==> src/rtl/crc_pkg.sv <==
// Shared types and defaults for the serial CRC engine.
package crc_pkg;

   typedef enum logic [1:0] {
      ST_IDLE  = 2'd0,
      ST_ACCUM = 2'd1,
      ST_GEN   = 2'd2,
      ST_CHK   = 2'd3
   } crc_state_e;

   localparam int         DEF_CRC_WIDTH = 8;
   localparam logic [7:0] DEF_POLY      = 8'h44;
   localparam logic [7:0] DEF_SEED      = 8'hD8;

   // Width of a counter that must reach crc_width without wrapping.
   function automatic int count_width(input int crc_width);
      return $clog2(crc_width + 1);
   endfunction

endpackage

==> src/rtl/crc_serial_engine_if.sv <==
// Serial framer <-> CRC engine signal bundle.
interface crc_serial_engine_if;
   logic data;
   logic active;
   logic mode;
   logic ready;
   logic crc;
   logic valid;
   logic chk_done;
   logic crc_err;

   modport master (
      output data, active, mode,
      input  ready, crc, valid, chk_done, crc_err
   );

   modport slave (
      input  data, active, mode,
      output ready, crc, valid, chk_done, crc_err
   );
endinterface

==> src/rtl/crc_lfsr_step.sv <==
// Combinational next-state of the Galois right-shift CRC register.
module crc_lfsr_step
   import crc_pkg::*;
#(
   parameter int                   CRC_WIDTH = DEF_CRC_WIDTH,
   parameter logic [CRC_WIDTH-1:0] POLY      = CRC_WIDTH'(DEF_POLY)
) (
   input  logic [CRC_WIDTH-1:0] lfsr,
   input  logic                 data_in,
   input  logic                 shift_only,
   output logic [CRC_WIDTH-1:0] lfsr_next
);

   logic fb;
   assign fb = data_in ^ lfsr[0];

   always_comb begin
      lfsr_next = lfsr >> 1;
      if (!shift_only) begin
         lfsr_next[CRC_WIDTH-1] = fb;
         for (int i = 0; i < CRC_WIDTH - 1; i++) begin
            lfsr_next[i] = lfsr[i+1] ^ (POLY[i] & fb);
         end
      end
   end

endmodule

==> src/rtl/crc_serial_engine.sv <==
// Serial CRC generator / checker: absorbs a frame LSB-first, then emits or compares the CRC.
//
// state    | meaning
// ST_IDLE  | ready for a frame; first active bit absorbed on entry edge
// ST_ACCUM | absorbing frame bits while active is high
// ST_GEN   | shifting the CRC out on crc with valid high
// ST_CHK   | comparing received CRC bits on data against the register
module crc_serial_engine
   import crc_pkg::*;
#(
   parameter int                   CRC_WIDTH = DEF_CRC_WIDTH,
   parameter logic [CRC_WIDTH-1:0] POLY      = CRC_WIDTH'(DEF_POLY),
   parameter logic [CRC_WIDTH-1:0] SEED      = CRC_WIDTH'(DEF_SEED)
) (
   input logic              clk,
   input logic              rst_n,
   crc_serial_engine_if.slave bus
);

   localparam int             CW           = count_width(CRC_WIDTH);
   localparam logic [CW-1:0]  CNT_ONE      = CW'(1);
   localparam logic [CW-1:0]  CNT_GEN_LAST = CW'(CRC_WIDTH);
   localparam logic [CW-1:0]  CNT_CHK_LAST = CW'(CRC_WIDTH - 1);

   crc_state_e           state;
   logic [CRC_WIDTH-1:0] lfsr;
   logic [CRC_WIDTH-1:0] lfsr_next;
   logic [CW-1:0]        count;
   logic                 mode_q;
   logic                 err_acc;
   logic                 bit_err;
   logic                 shift_only;
   logic                 ready_q;
   logic                 crc_q;
   logic                 valid_q;
   logic                 chk_done_q;
   logic                 crc_err_q;

   // Data is folded in only while a frame is being absorbed; otherwise a plain shift.
   assign shift_only = !((state == ST_IDLE) || (state == ST_ACCUM && bus.active));
   assign bit_err    = bus.data ^ lfsr[0];

   crc_lfsr_step #(
      .CRC_WIDTH (CRC_WIDTH),
      .POLY      (POLY)
   ) u_step (
      .lfsr       (lfsr),
      .data_in    (bus.data),
      .shift_only (shift_only),
      .lfsr_next  (lfsr_next)
   );

   always_ff @(posedge clk or negedge rst_n) begin
      if (!rst_n) begin
         state      <= ST_IDLE;
         lfsr       <= SEED;
         count      <= '0;
         mode_q     <= 1'b0;
         err_acc    <= 1'b0;
         ready_q    <= 1'b1;
         crc_q      <= 1'b0;
         valid_q    <= 1'b0;
         chk_done_q <= 1'b0;
         crc_err_q  <= 1'b0;
      end else begin
         chk_done_q <= 1'b0;
         case (state)
            ST_IDLE: begin
               if (bus.active) begin
                  lfsr      <= lfsr_next;
                  mode_q    <= bus.mode;
                  crc_err_q <= 1'b0;
                  ready_q   <= 1'b0;
                  state     <= ST_ACCUM;
               end
            end
            ST_ACCUM: begin
               if (bus.active) begin
                  lfsr <= lfsr_next;
               end else if (!mode_q) begin
                  crc_q   <= lfsr[0];
                  valid_q <= 1'b1;
                  lfsr    <= lfsr_next;
                  count   <= CNT_ONE;
                  state   <= ST_GEN;
               end else begin
                  count   <= '0;
                  err_acc <= 1'b0;
                  state   <= ST_CHK;
               end
            end
            ST_GEN: begin
               if (count == CNT_GEN_LAST) begin
                  valid_q <= 1'b0;
                  crc_q   <= 1'b0;
                  lfsr    <= SEED;
                  count   <= '0;
                  ready_q <= 1'b1;
                  state   <= ST_IDLE;
               end else begin
                  crc_q <= lfsr[0];
                  lfsr  <= lfsr_next;
                  count <= count + CNT_ONE;
               end
            end
            ST_CHK: begin
               if (count == CNT_CHK_LAST) begin
                  crc_err_q  <= err_acc | bit_err;
                  chk_done_q <= 1'b1;
                  lfsr       <= SEED;
                  count      <= '0;
                  ready_q    <= 1'b1;
                  state      <= ST_IDLE;
               end else begin
                  err_acc <= err_acc | bit_err;
                  lfsr    <= lfsr_next;
                  count   <= count + CNT_ONE;
               end
            end
            default: state <= ST_IDLE;
         endcase
      end
   end

   assign bus.ready    = ready_q;
   assign bus.crc      = crc_q;
   assign bus.valid    = valid_q;
   assign bus.chk_done = chk_done_q;
   assign bus.crc_err  = crc_err_q;

endmodule

==> src/flat_wrapper.sv <==
// flat-port wrapper written by rule: the top's interface ports become plain ports
module crc_serial_engine_flat import crc_pkg::*;
#(
   parameter int                   CRC_WIDTH = DEF_CRC_WIDTH,
   parameter logic [CRC_WIDTH-1:0] POLY      = CRC_WIDTH'(DEF_POLY),
   parameter logic [CRC_WIDTH-1:0] SEED      = CRC_WIDTH'(DEF_SEED)
)
  (clk, rst_n, bus_data, bus_active, bus_mode, bus_ready, bus_crc, bus_valid, bus_chk_done, bus_crc_err);
  crc_serial_engine_if bus_i ();
  input logic clk;
  input logic rst_n;
  input wire logic [$bits(bus_i.data)-1:0] bus_data;
  input wire logic [$bits(bus_i.active)-1:0] bus_active;
  input wire logic [$bits(bus_i.mode)-1:0] bus_mode;
  output wire logic [$bits(bus_i.ready)-1:0] bus_ready;
  output wire logic [$bits(bus_i.crc)-1:0] bus_crc;
  output wire logic [$bits(bus_i.valid)-1:0] bus_valid;
  output wire logic [$bits(bus_i.chk_done)-1:0] bus_chk_done;
  output wire logic [$bits(bus_i.crc_err)-1:0] bus_crc_err;
  assign bus_i.data = bus_data;
  assign bus_i.active = bus_active;
  assign bus_i.mode = bus_mode;
  assign bus_ready = bus_i.ready;
  assign bus_crc = bus_i.crc;
  assign bus_valid = bus_i.valid;
  assign bus_chk_done = bus_i.chk_done;
  assign bus_crc_err = bus_i.crc_err;
  crc_serial_engine #(.CRC_WIDTH(CRC_WIDTH), .POLY(POLY), .SEED(SEED)) u_core (.clk(clk), .rst_n(rst_n), .bus(bus_i));
endmodule
==> config.mk <==
export PLATFORM = sky130hd
export DESIGN_NAME = crc_serial_engine_flat
export DESIGN_NICKNAME = d
export VERILOG_FILES = /design/src/rtl/crc_pkg.sv /design/src/rtl/crc_serial_engine_if.sv /design/src/rtl/crc_lfsr_step.sv /design/src/rtl/crc_serial_engine.sv /design/src/flat_wrapper.sv
export SDC_FILE = /design/constraint.sdc
export NUM_CORES = 1
export LEC_CHECK = 0
export BUFFER_PORTS_ARGS = -buffer_cell sky130_fd_sc_hd__buf_2
export CORE_MARGIN = 5
export CORE_UTILIZATION = 61
export DETAILED_ROUTE_END_ITERATION = 10
export MAX_ROUTING_LAYER = met4
export PLACE_DENSITY_LB_ADDON = 0.05
export SLEW_MARGIN = 5
export SYNTH_ARGS = -nofsm -noshare
export SYNTH_HDL_FRONTEND = slang
export SYNTH_HIERARCHICAL = 1
export SYNTH_SLANG_ARGS = --single-unit
export TNS_END_PERCENT = 1
==> constraint.sdc <==
create_clock -name clk -period 2.3 [get_ports clk]
set_clock_uncertainty 0.1 [all_clocks]
set_input_delay 0.345 -clock clk [delete_from_list [all_inputs] [get_ports clk]]
set_output_delay 0.345 -clock clk [all_outputs]
set_load 0.1 [all_outputs]
==> impl_metrics.csv, run 1 <==
group,metric,value,unit
status,run_status,"complete, no violations",
timing,finalSetupViolCount,0,
yosys,syn_nets,120,
yosys,synth_most_common_cell,"dfrtp_1",
final_layout,area_delta_synth_final,4.64,%
setup_path,crit_buf_inv,1,
detailed_routing,wl_per_cell,15.3,µm
die,rows,15,
detailed_routing,ant_nets,0,
global_route,antenna_found_initial,0,
final_layout,fillers,151,
timing,min_period,1720,ps
final_layout,stdcell_count,143,
detailed_routing,drt_iter0_markers,23,
clock_tree,post_cts_buffers,0,
yosys,async_reset_ff_share,100,%
global_route,grt-ovfl-total,0,
die,core,1750,µm²
die,start_util,64.9,%
global_route,met1_usage,25.0,%
pwr,ir_worst_vdd,0.000853,V
yosys,yosysSeqAreaShare,47.0,%
yosys,ys_types,40,
yosys,yosysWarnings,6,
timing,hold_viol_final,0,
worst_hold_path,hold_path_class,"primary input to flop",
setup_path,worst_setup_path_start_kind,"flop",
setup_path,worstSetupPathType,"flop to primary output",
detailed_routing,vias,834,
pwr,p_leak,0.498,nW
die,die_area,2820,µm²
detailed_routing,drc_errors,0,
timing,finalCritPeriodShare,74.8,%
place,dp.cells,138,
detailed_routing,vias_per_cell,5.83,
final_layout,largest_register_ff_count,8,
setup_path,worst_path_largest_cell_delay,560,ps
clock_tree,cts_buffers,3,
global_route,use_met3,5.07,%
setup_path,crit_arrival,1280,ps
setup_path,worst_ep_required_time,1860,ps
global_route,grt_pass1_vias,826,
yosys,synth_area_leaders,"dfrtp_1 (35%), dfstp_2 (12%), o21ai_0 (5.3%)",
global_route,grt_max_degree,22,
yosys,synth_top_area_share,35.4,%
setup_path,critPathTopFamily,"flip-flops",
timing,slew_viol_final,0,
setup_path,cp_cell_sequence,"buf_2",
yosys,syn_inst,113,
pwr,p_per_area,1400,nW/µm²
clock_tree,htree_levels,1,
setup_path,endpoint_kind,"primary output",
yosys,syn-cell-area,1130,µm²
timing,finalSetupTns,0,ps
final_layout,fin_area,1180,µm²
yosys,yosysTopAreaCell,"dfrtp_1",
final_layout,n_antenna_cell,0,
global_route,top_usage_layer,"met2",
clock_tree,path_clk_slew,110,ps
detailed_routing,routed_wl,2190,µm
setup_path,rrSetupSlack,580,ps
setup_path,cp_max_fo,3,
yosys,synth_area_per_cell,10.0,µm²
timing,fmax,581,MHz
final_layout,regMostFlops,"u_core/lfsr",
timing,slew_headroom,65.4,%
clock_tree,cts_tree,"yes",
place,place_area,1150,µm²
clock_tree,cts.sinks,21,
global_route,gr-usage-met2,31.0,%
final_layout,drive_above_1_share,20.3,%
setup_path,critPathSlowestCell,"dfstp_2",
clock_tree,clock_latency,300,ps
final_layout,nNetsFinal,126,
global_route,grt_use_total,19.8,%
clock_tree,cts_root_buffer,"clkbuf_4",
global_route,grt_pass1_wl,3860,µm
yosys,synth_edf_count,0,
timing,worst_slew_pin_slew,519,ps
timing,hold_ws,178,ps
place,hpwlAfterDp,1560,µm
final_layout,top_regs,"u_core/lfsr: 8 flops, u_core/count: 4 flops, u_core/state: 2 flops",
yosys,synth-main-ff-cell,"dfrtp_1",
die,die_x,53.1,µm
detailed_routing,firstDrtPassIters,4,
die,dieHeight,53.1,µm
place,gp_congestion,0.875,
yosys,synth-seq-cells,21,
timing,grt_setup_unrepaired,"false",
flow_run,maxCapViolations,0,
place,io_buffers,9,
die,io_pins,10,
yosys,synth_common_cells,"dfrtp_1 (16), o21ai_0 (12), a21oi_1 (7)",
clock_tree,clockBufferDepth,2,
## cell families (layout without fill, tap and decap cells)
family	count (synthesis)	in the layout	synth area share [%]
xor gates and xnor gates	4	4	3.09
adders and majority gates	2	2	2.21
DFF	21	21	47.0
and+or+nand+nor	35	35	19.0
buffers and inverters	14	19	6.96
AOI/OAI and AO/OA	35	35	19.9
muxes	2	2	1.88
## placed cells by master (no fill, tap or decap), types with 2 or more instances in the layout
| cell type | instances |
|---|---|
| o21ai_0 | 12 |
| o2bb2ai_1 | 4 |
| nand2b_1 | 3 |
| dfstp_2 | 5 |
| and4b_1 | 2 |
| clkbuf_4 | 3 |
| dfrtp_1 | 16 |
| nand3_1 | 5 |
| nor2_1 | 4 |
| ha_1 | 2 |
| nand2_1 | 5 |
| nand3b_1 | 2 |
| a21oi_1 | 7 |
| and2_1 | 2 |
| inv_1 | 4 |
| xor2_1 | 3 |
| a2bb2oi_1 | 4 |
| a31oi_1 | 2 |
| buf_2 | 9 |
| o22ai_1 | 2 |
| nor3_1 | 2 |
## per-stage QoR
| stage | util, % | total power [mW] | worst slack [ps] |
|---|---|---|---|
| detailed placement | 65.8 | 1.48 | 664 |
| CTS | 67.9 | 1.66 | 564 |
| finish | 67.9 | 1.65 | 580 |
| floorplan | - | 1.38 | 852 |
| global route | 67.9 | 1.78 | 474 |
| global placement | 65.8 | 1.45 | 727 |
## layer usage
layer | up-vias | wire length, µm
met2 | 14 | 1010
met1 | 398 | 1060
met5 | - | 0
li1 | 420 | -
met4 | 0 | 15
met3 | 2 | 108
## path summary, 6_finish.rpt
path	from	depth (start not counted)	endpoint
worst max-delay path	u_core/bus.ready$_DFFE_PN1P_	1	bus_ready
worst min-delay path	bus_mode	2	u_core/mode_q$_DFFE_PN0P_
min in group asynchronous	rst_n	2	u_core/bus.valid$_DFFE_PN0P_
worst min register to register	u_core/lfsr[1]$_DFFE_PN0P_	1	u_core/lfsr[1]$_DFFE_PN0P_
worst max register to register	u_core/state[0]$_DFFE_PN0P_	6	u_core/lfsr[2]$_DFFE_PN0P_
max in group asynchronous	rst_n	2	u_core/bus.ready$_DFFE_PN1P_
## report_power, final
part	leakage [nW]	internal (mW)	switching (mW)	total [mW]
clock	0.0150	0.0676	0.105	0.172
sequential	0.243	0.548	0.200	0.748
combinational	0.240	0.267	0.466	0.733
total	0.498	0.883	0.770	1.65
## layout make-up
| cell class | instances | area [µm²] | share of cell area [%] |
|---|---|---|---|
| Multi-Input combinational cell | 78 | 522 | 44.0 |
| Tap cell | 25 | 31.3 | 2.64 |
| Sequential cell | 21 | 532 | 44.9 |
| Timing Repair Buffer | 10 | 55.1 | 4.65 |
| Inverter | 5 | 18.8 | 1.58 |
| Clock buffer | 4 | 26.3 | 2.22 |
## repair_timing
item / 4_1_cts / 5_1_grt
hold endpoints to repair: 16 / 0
gates resized for setup: 0 / 0
hold buffers: 1 / 0
Note: power is estimated with default switching activity, not from simulation.
==> run 2: changes to the inputs <==
- CORE_ASPECT_RATIO: default -> 1.5
- CORE_UTILIZATION: 61 -> 57
- clock period: 2.3 -> 1.65 ns (I/O delays scaled with it)
==> impl_metrics.csv, run 2 (synthesis gave the netlist of run 1 again) <==
group,metric,value,unit
status,run_status,"complete, no violations",
final_layout,regMostFlops,"u_core/lfsr",
setup_path,worst_setup_path_start_kind,"flop",
clock_tree,clockBufferDepth,2,
final_layout,top_regs,"u_core/lfsr: 8 flops, u_core/count: 4 flops, u_core/state: 2 flops",
final_layout,layout_commonest_cell,"dfrtp_1",
final_layout,seq_area,533,µm²
global_route,antenna_found_initial,0,
detailed_routing,wl_per_cell,15.6,µm
flow_run,maxCapViolations,0,
detailed_routing,firstDrtPassIters,4,
final_layout,area_delta_synth_final,6.63,%
die,die_area,3000,µm²
final_layout,stdcell_count,142,
place,io_buffers,9,
clock_tree,cts_buffers,3,
final_layout,largest_register_ff_count,8,
die,start_util,61.1,%
die,dieHeight,64.6,µm
timing,finalSetupViolCount,0,
global_route,grt_pass1_vias,857,
place,hpwlAfterDp,1610,µm
detailed_routing,vias,874,
setup_path,rr_startpoint,"u_core/count[0]$_DFFE_PN0P_",
worst_hold_path,hp-start,"bus_mode",
clock_tree,path_clk_slew,110,ps
timing,hold_viol_final,0,
global_route,grt_use_total,17.5,%
detailed_routing,ant_nets,0,
global_route,grt-ovfl-total,0,
clock_tree,clock_latency,300,ps
final_layout,nNetsFinal,129,
clock_tree,htree_levels,1,
pwr,ir_worst_vdd,0.00113,V
clock_tree,cts_root_buffer,"clkbuf_4",
timing,min_period,1520,ps
setup_path,critPathTopFamily,"flip-flops",
detailed_routing,drc_errors,0,
timing,finalCritPeriodShare,92.3,%
timing,slew_viol_final,0,
timing,worst_slew_pin_slew,486,ps
clock_tree,cts_tree,"yes",
final_layout,mostFrequentLayoutCells,"dfrtp_1 (15), o21ai_0 (12), buf_2 (8)",
setup_path,rrSetupSlack,150,ps
clock_tree,cts.sinks,21,
detailed_routing,routed_wl,2210,µm
setup_path,worstSetupPathType,"flop to primary output",
timing,hold_ws,75.8,ps
setup_path,cp_max_fo,3,
pwr,p_per_area,1940,nW/µm²
die,die_x,46.4,µm
die,rows,19,
setup_path,worst-path-stages,1,
pwr,p_leak,0.514,nW
place,gp_congestion,0.830,
setup_path,worst_ep_required_time,1300,ps
detailed_routing,vias_per_cell,6.15,
die,core,1850,µm²
timing,grt_setup_unrepaired,"false",
setup_path,crit_arrival,1170,ps
timing,fmax,657,MHz
setup_path,worst_path_largest_cell_delay,550,ps
timing,slew_headroom,67.8,%
final_layout,fillers,158,
global_route,grt_pass1_wl,3820,µm
detailed_routing,drt_iter0_markers,25,
setup_path,critPathSlowestCell,"dfstp_2",
final_layout,multi_input_area,522,µm²
setup_path,endpoint_kind,"primary output",
final_layout,n_antenna_cell,0,
setup_path,r2r_cells,5,
setup_path,crit_buf_inv,1,
timing,finalSetupTns,0,ps
setup_path,crit_start,"u_core/bus.ready$_DFFE_PN1P_",
final_layout,drive_above_1_share,24.0,%
worst_hold_path,hold_path_depth,2,
global_route,grt_max_degree,22,
place,dp.cells,137,
setup_path,cp_cell_sequence,"clkbuf_4",
die,io_pins,10,
worst_hold_path,hold_path_class,"primary input to flop",
==> run 2: worst paths after layout <==
| kind | end |
|---|---|
| hold / removal | u_core/mode_q$_DFFE_PN0P_ |
| setup / recovery | bus_ready |
| max in group asynchronous | u_core/bus.ready$_DFFE_PN1P_ |
| hold reg to reg | u_core/bus.ready$_DFFE_PN1P_ |
| min in group asynchronous | u_core/count[3]$_DFFE_PN0P_ |
| setup reg to reg | u_core/lfsr[1]$_DFFE_PN0P_ |
==> run 2: area by class of cell <==
class                      count  area share [%]
timing repair buffer          13            6.63
inverter                       5            1.55
sequential                    21            44.1
multi-input combinational     78            43.2
clock inverter                 1           0.415
tap                           21            2.18
clock buffer                   3            1.87
==> run 2: what timing repair did <==
action	4_1_cts	5_1_grt
hold endpoints to repair	16	0
hold buffers	1	0
setup endpoints to repair	0	2
gates resized for setup	0	2
setup buffers	0	0
==> run 2: metal layers <==
metal  track usage (%)  routed length (µm)  up-vias
met3              1.94                  96        2
met2              27.6                1160       16
li1                  -                   -      424
met4              6.41                  16        0
met1              22.6                 937      432
met5                 -                   0        -
==> run 2: power breakdown <==
part,switching (mW),internal [mW]
Combinational,0.679,0.410
Sequential,0.245,0.769
Clock,0.149,0.0902
Total,1.07,1.27
==> run 2: through the flow <==
step	area, µm²	power (mW)	setup WS (ps)	util [%]
2_1_floorplan	1130	1.93	202	-
3_3_place_gp	1170	2.08	192	62.9
3_5_place_dp	1170	2.10	148	62.9
4_1_cts	1200	2.35	17.3	64.9
5_1_grt	1210	2.53	11.8	65.1
6_report	1210	2.34	128	65.1
==> run 3: changes to the inputs <==
- CORE_ASPECT_RATIO: 1.5 -> default
- CORE_UTILIZATION: 57 -> 61
- clock period: 1.65 -> 1.8 ns (I/O delays scaled with it)
==> impl_metrics.csv, run 3 (synthesis gave the netlist of run 1 again) <==
group,metric,value,unit
status,run_status,"complete, no violations",
final_layout,largest_register_ff_count,8,
final_layout,fillers,139,
clock_tree,cts_resized,0,
final_layout,fin_area,1190,µm²
timing,worst_slew_pin_slew,489,ps
final_layout,top_regs,"u_core/lfsr: 8 flops, u_core/count: 4 flops, u_core/state: 2 flops",
die,rows,15,
setup_path,critPathSlowestCell,"dfstp_2",
final_layout,n_antenna_cell,0,
clock_tree,cts_root_buffer,"clkbuf_4",
clock_tree,cts_buffers,3,
timing,fmax,612,MHz
place,io_buffers,9,
die,start_util,64.9,%
global_route,grt_pass1_vias,816,
timing,slew_viol_final,0,
setup_path,worstSetupPathType,"flop to primary output",
worst_hold_path,hold_path_class,"primary input to flop",
detailed_routing,vias,838,
setup_path,worst_ep_required_time,1430,ps
clock_tree,htree_levels,1,
setup_path,cp_max_fo,3,
place,gp_congestion,0.805,
timing,min_period,1640,ps
final_layout,seq_area,532,µm²
detailed_routing,ant_nets,0,
worst_hold_path,hold_path_depth,2,
clock_tree,ctsHoldBuffers,1,
global_route,grt_max_degree,22,
detailed_routing,firstDrtPassIters,4,
final_layout,multi_input_area,522,µm²
place,hpwlAfterDp,1520,µm
global_route,antenna_found_initial,0,
detailed_routing,routed_wl,2080,µm
global_route,grt_use_total,17.8,%
setup_path,crit_buf_inv,1,
clock_tree,post_cts_buffers,0,
final_layout,mostFrequentLayoutCells,"dfrtp_1 (16), o21ai_0 (12), buf_2 (9)",
setup_path,crit_arrival,1270,ps
detailed_routing,drt_iter0_markers,19,
setup_path,worst_path_largest_cell_delay,550,ps
clock_tree,cts.sinks,21,
die,core,1750,µm²
timing,finalCritPeriodShare,90.8,%
setup_path,worst_setup_path_start_kind,"flop",
final_layout,drive_above_1_share,21.8,%
timing,finalSetupTns,0,ps
detailed_routing,drc_errors,0,
clock_tree,cts_tree,"yes",
final_layout,fin_util,68.4,%
die,io_pins,10,
detailed_routing,wl_per_cell,14.5,µm
pwr,ir_worst_vdd,0.000918,V
setup_path,cp_cell_sequence,"buf_2",
timing,grt_setup_unrepaired,"false",
setup_path,r2r_cells,6,
detailed_routing,vias_per_cell,5.82,
place,place_area,1160,µm²
pwr,p_leak,0.505,nW
global_route,grt-ovfl-total,0,
die,dieHeight,53.1,µm
clock_tree,path_clk_slew,110,ps
flow_run,maxCapViolations,0,
setup_path,worst-path-stages,1,
pwr,p_per_area,1770,nW/µm²
timing,slew_headroom,67.6,%
clock_tree,clockBufferDepth,2,
die,die_area,2820,µm²
setup_path,critPathTopFamily,"flip-flops",
final_layout,regMostFlops,"u_core/lfsr",
final_layout,nNetsFinal,127,
final_layout,layout_commonest_cell,"dfrtp_1",
setup_path,endpoint_kind,"primary output",
clock_tree,clock_latency,290,ps
timing,finalSetupViolCount,0,
die,die_x,53.1,µm
final_layout,area_delta_synth_final,5.41,%
global_route,grt_pass1_wl,3560,µm
timing,hold_viol_final,0,
## run 3: changes by cell type in the layout (fill, tap and decap cells not counted), sizes merged
cell,delta
buf,-1
clkbuf,-1
## run 3: metrics by stage
step	hold slack [ps]	cells	total power, mW	setup slack, ps
after floorplan	-126	113	1.77	352
after detailed placement	140	139	1.90	253
final	111	144	2.11	165
after CTS	101	144	2.12	152
after global routing	89.4	144	2.28	60.5
after global placement	138	139	1.87	288
## run 3: area by class of cell
type,instances,area share [%]
clock buffers,3,1.89
clock inverters,1,0.419
inverters,5,1.57
multi-input cells,78,43.7
flip-flops and latches,21,44.5
well taps,25,2.62
repair buffers,11,5.24
## run 3: layer usage
metal	global-route usage [%]	part of all wire (%)
met4	6.38	0.72
met3	2.54	3.2
met2	28.7	45
met5	-	0
met1	22.8	51
## run 3: final timing paths
path | slack (ps) | start | end
setup reg to reg | 180 | u_core/state[1]$_DFFE_PN0P_ | u_core/lfsr[6]$_DFFE_PN1P_
setup / recovery | 160 | u_core/bus.ready$_DFFE_PN1P_ | bus_ready
max in group asynchronous | 910 | rst_n | u_core/lfsr[6]$_DFFE_PN1P_
hold reg to reg | 400 | u_core/lfsr[1]$_DFFE_PN0P_ | u_core/lfsr[1]$_DFFE_PN0P_
min in group asynchronous | 350 | rst_n | u_core/bus.valid$_DFFE_PN0P_
hold / removal | 110 | bus_mode | u_core/mode_q$_DFFE_PN0P_
## run 3: power by group
part           switching [mW]  internal [mW]
Combinational           0.622          0.355
Clock                   0.128         0.0825
Sequential              0.222          0.702
